--- config.mk ---
export PLATFORM = sky130hd
export DESIGN_NAME = can_rx
export DESIGN_NICKNAME = d
export VERILOG_FILES = /design/src/rtl/can_rx.sv
export SDC_FILE = /design/constraint.sdc
export NUM_CORES = 1
export LEC_CHECK = 0
export BUFFER_PORTS_ARGS = -buffer_cell sky130_fd_sc_hd__buf_2
export CAP_MARGIN = 40
export CORE_MARGIN = 3
export CORE_UTILIZATION = 60
export CTS_CLUSTER_DIAMETER = 150
export DETAILED_ROUTE_END_ITERATION = 8
export HOLD_SLACK_MARGIN = 0.03
export PLACE_DENSITY_LB_ADDON = 0.08
export SLEW_MARGIN = 20
export SYNTH_ARGS = -nofsm -noshare
export SYNTH_HDL_FRONTEND = slang
export SYNTH_SLANG_ARGS = --single-unit
--- constraint.sdc ---
create_clock -name clk -period 3.4 [get_ports clk]
set_input_delay 0.17 -clock clk [delete_from_list [all_inputs] [get_ports clk]]
set_output_delay 0.17 -clock clk [all_outputs]
set_load 0.005 [all_outputs]
--- src/rtl/can_rx.sv ---
// can_rx: serial receiver for the CANtroller single-wire frame format.
// One bus bit is sampled per clk. Finds SOF, deserialises ID, control bits,
// DLC and data bytes into shadow registers, and publishes a complete frame
// on the RX_* registers with a one-cycle RX_VALID strobe. Malformed frames
// (control bit set, DLC > 8, dominant end bit) are dropped with RX_ERR.
//
// Ports:
//   clk      - clock, one bus bit per cycle
//   rst      - synchronous active-high reset
//   init     - synchronous active-high reset, same effect as rst
//   bit_in   - serial line (0 dominant, 1 recessive)
//   RX_ID    - ID of the last good frame
//   RX_DLC   - DLC of the last good frame
//   RX_DATA  - data bytes of the last good frame, byte 0 first received
//   RX_VALID - one-cycle strobe: new frame on RX_ID/RX_DLC/RX_DATA
//   RX_BUSY  - frame reception in progress
//   RX_ERR   - one-cycle strobe: current frame discarded
module can_rx (
    input  logic        clk,
    input  logic        rst,
    input  logic        init,
    input  logic        bit_in,
    output logic [10:0] RX_ID,
    output logic [3:0]  RX_DLC,
    output logic [7:0]  RX_DATA [7:0],
    output logic        RX_VALID,
    output logic        RX_BUSY,
    output logic        RX_ERR
);

    typedef enum logic [2:0] {
        S_WAIT_IDLE,
        S_IDLE,
        S_ID,
        S_CTRL,
        S_DLC,
        S_DATA,
        S_END
    } state_t;

    state_t            state_q, state_d;
    logic [5:0]        cnt_q, cnt_d;       // bit position within current field
    logic [10:0]       id_sh;
    logic [3:0]        dlc_sh;
    logic [7:0][7:0]   data_sh;
    logic              commit, err;
    logic [3:0]        dlc_full;           // DLC including the bit being sampled
    logic [5:0]        last_bit;           // index of the final data bit

    assign dlc_full = {dlc_sh[2:0], bit_in};
    // DATA is only entered with DLC 1..8, so DLC*8-1 always fits in 6 bits.
    assign last_bit = 6'({dlc_sh, 3'b000} - 7'd1);
    assign RX_BUSY  = (state_q != S_WAIT_IDLE) && (state_q != S_IDLE);

    always_comb begin
        state_d = state_q;
        cnt_d   = cnt_q + 6'd1;
        commit  = 1'b0;
        err     = 1'b0;
        case (state_q)
            S_WAIT_IDLE: begin
                cnt_d = '0;
                if (bit_in) state_d = S_IDLE;
            end
            S_IDLE: begin
                cnt_d = '0;
                if (!bit_in) state_d = S_ID;
            end
            S_ID: begin
                if (cnt_q == 6'd10) begin
                    state_d = S_CTRL;
                    cnt_d   = '0;
                end
            end
            S_CTRL: begin
                if (bit_in) begin
                    err     = 1'b1;
                    state_d = S_WAIT_IDLE;
                    cnt_d   = '0;
                end else if (cnt_q == 6'd2) begin
                    state_d = S_DLC;
                    cnt_d   = '0;
                end
            end
            S_DLC: begin
                if (cnt_q == 6'd3) begin
                    cnt_d = '0;
                    if (dlc_full > 4'd8) begin
                        err     = 1'b1;
                        state_d = S_WAIT_IDLE;
                    end else if (dlc_full == 4'd0) begin
                        state_d = S_END;
                    end else begin
                        state_d = S_DATA;
                    end
                end
            end
            S_DATA: begin
                if (cnt_q == last_bit) begin
                    state_d = S_END;
                    cnt_d   = '0;
                end
            end
            S_END: begin
                cnt_d = '0;
                if (bit_in) begin
                    commit  = 1'b1;
                    state_d = S_IDLE;
                end else begin
                    err     = 1'b1;
                    state_d = S_WAIT_IDLE;
                end
            end
            default: begin
                state_d = S_WAIT_IDLE;
                cnt_d   = '0;
            end
        endcase
    end

    always_ff @(posedge clk) begin
        if (rst || init) begin
            state_q  <= S_WAIT_IDLE;
            cnt_q    <= '0;
            id_sh    <= '0;
            dlc_sh   <= '0;
            data_sh  <= '0;
            RX_ID    <= '0;
            RX_DLC   <= '0;
            RX_VALID <= 1'b0;
            RX_ERR   <= 1'b0;
            for (int i = 0; i < 8; i++) RX_DATA[i] <= 8'h00;
        end else begin
            state_q  <= state_d;
            cnt_q    <= cnt_d;
            RX_VALID <= commit;
            RX_ERR   <= err;
            case (state_q)
                S_ID:    id_sh  <= {id_sh[9:0], bit_in};
                S_DLC:   dlc_sh <= {dlc_sh[2:0], bit_in};
                S_DATA:  data_sh[cnt_q[5:3]] <= {data_sh[cnt_q[5:3]][6:0], bit_in};
                default: ;
            endcase
            if (commit) begin
                RX_ID  <= id_sh;
                RX_DLC <= dlc_sh;
                // Unused byte slots still hold stale shadow bits; blank them.
                for (int i = 0; i < 8; i++)
                    RX_DATA[i] <= (4'(i) < dlc_sh) ? data_sh[i] : 8'h00;
            end
        end
    end

endmodule

==> metrics.md <==
| Metric | Value |
|---|---|
| Number of buffers created by CTS | 17 |
| Result of the run | finished, final reports clean |
| Total nets after synthesis | 702 |
| Critical Path Source | cnt_q[3] |
| Primary flip-flop cell chosen by synthesis mapping | sky130_fd_sc_hd__dfxtp_1 |
| Starting utilization of the core area | 0.631 |
| Area grow syn2layout | 15.1% |
| Die Span Y | 112 um |
| Finished Cell Area | 7700 um^2 |
| NumNets Final | 773 |
| IO Port Bufs | 85 |
| Share of synthesized flip-flops with an asynchronous set or reset | 0 |
| Clock Pin Slew Worst Setup and Hold Paths | 70 ps |
| Max Freq | 424 MHz |
| EDFF count, synth | 0 |
| Hold path startpoint | bit_in |
| TritonCTS clock tree | yes |
| Kind of end point of the critical path | flip-flop |
| Number of cells upsized or downsized after cts | 0 |
| Die Width | 112 um |
| Average via count per standard cell | 5.91 |
| Post-route non-filler standard cell count | 911 |
| Portion of the post-synthesis area used by sequential elements | 0.506 |
| Power per cell area | 498 nW/um^2 |
| Overall die area | 12,500 um^2 |
| Antenna violation net count after detailed routing | 0 |
| Reg2reg start | cnt_q[3] |
| Detailed router's first-iteration violation count | 493 |
| Netlist Area Pre-Place | 6690 um^2 |
| Number of endpoints failing setup at the final stage | 0 |
| Clock sink count | 169 |
| Maximum clock skew at final layout | 8.15 ps |
| Most common cell after layout, fill and taps aside | sky130_fd_sc_hd__dfxtp_1 |
| Crit Path Max Fanout | 19 |
| Buffer count from post-CTS setup fixing | 0 |
| Global-route wire length before repair | 27,100 um |
| Number of antenna repair diodes | 0 |
| I/O pin total | 86 |
| Count of filler cells inserted in the layout | 812 |
| Final Cycle Share | 0.693 |
| Via count of the first global-routing pass | 5,165 |
| Worst IR drop on VDD | 407 uV |
| DRC violation count after routing | 0 |
| Unique masters post-synth | 63 |
| Max-slew headroom | 0.447 |
| Root Buffer Master | sky130_fd_sc_hd__clkbuf_8 |
| Post-detailed-routing wire length | 16,700 um |
| Clock insertion delay at the later pin of the skew report | 540 ps |
| Summed negative setup slack over all endpoints | 0 ps |
| Type of the worst setup path | reg2reg |
| Fraction of final layout cells with drive strength greater than 1 | 0.206 |
| Synth Register Bits | 169 |
| Number of endpoints with negative hold slack in the final report | 0 |
| Critical path startpoint category | flip-flop |
| Pin slew with the least headroom to its limit | 828 ps |
| Post-detail-place hpwl | 11,600 um |
| Final weighted congestion in routability-driven placement | 0.880 |
| Max-Cap Viols | 0 |
| Number of standard cells after synthesis | 693 |
| Number of antenna violations at the first check in global routing | 0 |
| Post-Place Cell Area | 7150 um^2 |
| Arrival time worst endpoint | 2750 ps |
| Required time at the worst-slack endpoint | 3790 ps |
| # rows | 37 |
| Number of instances in the placed design | 880 |
| Drt first pass iters | 5 |
| H-tree level count | 4 |
| Most used cells in the layout excluding fill and tap cells | 169 x sky130_fd_sc_hd__dfxtp_1, 98 x sky130_fd_sc_hd__nor2_1, 85 x sky130_fd_sc_hd__buf_2, 76 x sky130_fd_sc_hd__nand2_1, 59 x sky130_fd_sc_hd__a21oi_1 |
| Lkg Pwr | 2.84 nW |
| Average wire per cell in the routed design | 18.3 um |
| Core box area | 10,600 um^2 |
| Total vias in the final route | 5,380 |
| Avg Synthesized Cell Area | 9.66 um^2 |
| Number of warnings reported in the yosys synthesis log | 0 |
| Worst min-delay path category | in2reg |
| Hold-fix buffers, CTS | 0 |
| Overall power consumption | 3.83 mW |
| Clock period minus final worst setup slack | 2360 ps |
| Number of buffers on the longest clock path | 2 |
| Max-slew violation count | 0 |
| RSZ-0062 raised after global routing | no |
| Overall routing resource usage | 0.273 |
| Overflow left after global routing | 0 |
| Maximum number of pins on one net before global-route repair | 69 |
==> layout make-up <==
| class | instances | area, um^2 | area share |
|---|---|---|---|
| Timing Repair Buffer | 95 | 508 | 0.0659 |
| Inverter | 8 | 30.0 | 0.00390 |
| Tap cell | 136 | 170 | 0.0221 |
| Clock buffer | 22 | 443 | 0.0575 |
| Sequential cell | 169 | 3380 | 0.439 |
| Clock inverter | 8 | 97.6 | 0.0127 |
| Multi-Input combinational cell | 473 | 3070 | 0.399 |
==> worst max-delay path, stage by stage (launching register included) <==
cell and delay [ps]:
sky130_fd_sc_hd__dfxtp_1 800, sky130_fd_sc_hd__nor2b_1 190, sky130_fd_sc_hd__a22oi_1 240, sky130_fd_sc_hd__nor2_1 80
sky130_fd_sc_hd__a211oi_2 710, sky130_fd_sc_hd__a211oi_1 190
==> cells in the mapped netlist (4+ instances only) <==
library cell	n	area share
sky130_fd_sc_hd__buf_2	17	0.013
sky130_fd_sc_hd__mux4_2	6	0.020
sky130_fd_sc_hd__nand2_1	76	0.043
sky130_fd_sc_hd__a211oi_1	9	0.010
sky130_fd_sc_hd__nor3_1	5	0.0037
sky130_fd_sc_hd__xor2_1	4	0.0052
sky130_fd_sc_hd__a21oi_1	59	0.044
sky130_fd_sc_hd__a22o_1	32	0.042
sky130_fd_sc_hd__nand3_1	15	0.011
sky130_fd_sc_hd__o21ai_0	20	0.015
sky130_fd_sc_hd__inv_1	8	0.0045
sky130_fd_sc_hd__mux2i_1	47	0.070
sky130_fd_sc_hd__ha_1	5	0.0093
sky130_fd_sc_hd__nor3_4	4	0.0097
sky130_fd_sc_hd__nor2_2	4	0.0037
sky130_fd_sc_hd__a22oi_1	26	0.029
sky130_fd_sc_hd__clkbuf_1	19	0.011
sky130_fd_sc_hd__dfxtp_1	169	0.51
sky130_fd_sc_hd__nor2_1	99	0.056
==> state kept, by name, indices dropped and copies added (netlist names) <==
| name | count |
|---|---|
| RX_DATA | 64 |
| RX_DLC | 4 |
| RX_ERR | 1 |
| RX_ID | 11 |
| RX_VALID | 1 |
| cnt_q | 6 |
| data_sh | 64 |
| dlc_sh | 4 |
| id_sh | 11 |
| state_q | 3 |
==> kinds of logic after synthesis <==
| group | count (synthesis) | synth area share |
|---|---|---|
| and+or+nand+nor | 234 | 0.164 |
| AOI/OAI and AO/OA | 169 | 0.175 |
| DFF | 169 | 0.506 |
| muxes | 57 | 0.0978 |
| buffers and inverters | 51 | 0.0363 |
| xor gates and xnor gates | 8 | 0.0125 |
| adders and majority gates | 5 | 0.00935 |
==> where the power goes <==
part,internal (mW),total (mW),switching [mW]
clock network,1.05,1.79,0.737
registers,1.98,1.99,0.00422
logic,0.0117,0.0557,0.0440
total,3.05,3.83,0.786
==> per-layer routing <==
metal,track usage,routed length [um],vias up,share of wire
met2,0.419,7530,227,0.45
met5,0,0,-,0
met4,0.0843,289,0,0.017
met1,0.382,7610,2546,0.46
met3,0.0679,1230,21,0.074
li1,-,-,2586,-
==> per-stage QoR <==
| stage | hold slack, ps | utilization | setup slack (ps) |
|---|---|---|---|
| global placement | 437 | 0.674 | 1000 |
| detailed placement | 446 | 0.674 | 921 |
| global route | 109 | 0.727 | 862 |
| CTS | 74.7 | 0.725 | 907 |
| floorplan | 372 | - | 1720 |
| finish | 92.0 | 0.727 | 1040 |
==> worst paths after layout <==
path         cells after the start  slack (ps)          end
max                              5        1040  data_sh[31]
min                              3          90  data_sh[56]
max reg2reg                      5        1040  data_sh[31]
min reg2reg                      2         460    RX_DLC[1]
Note: power is estimated with default switching activity, not from simulation.
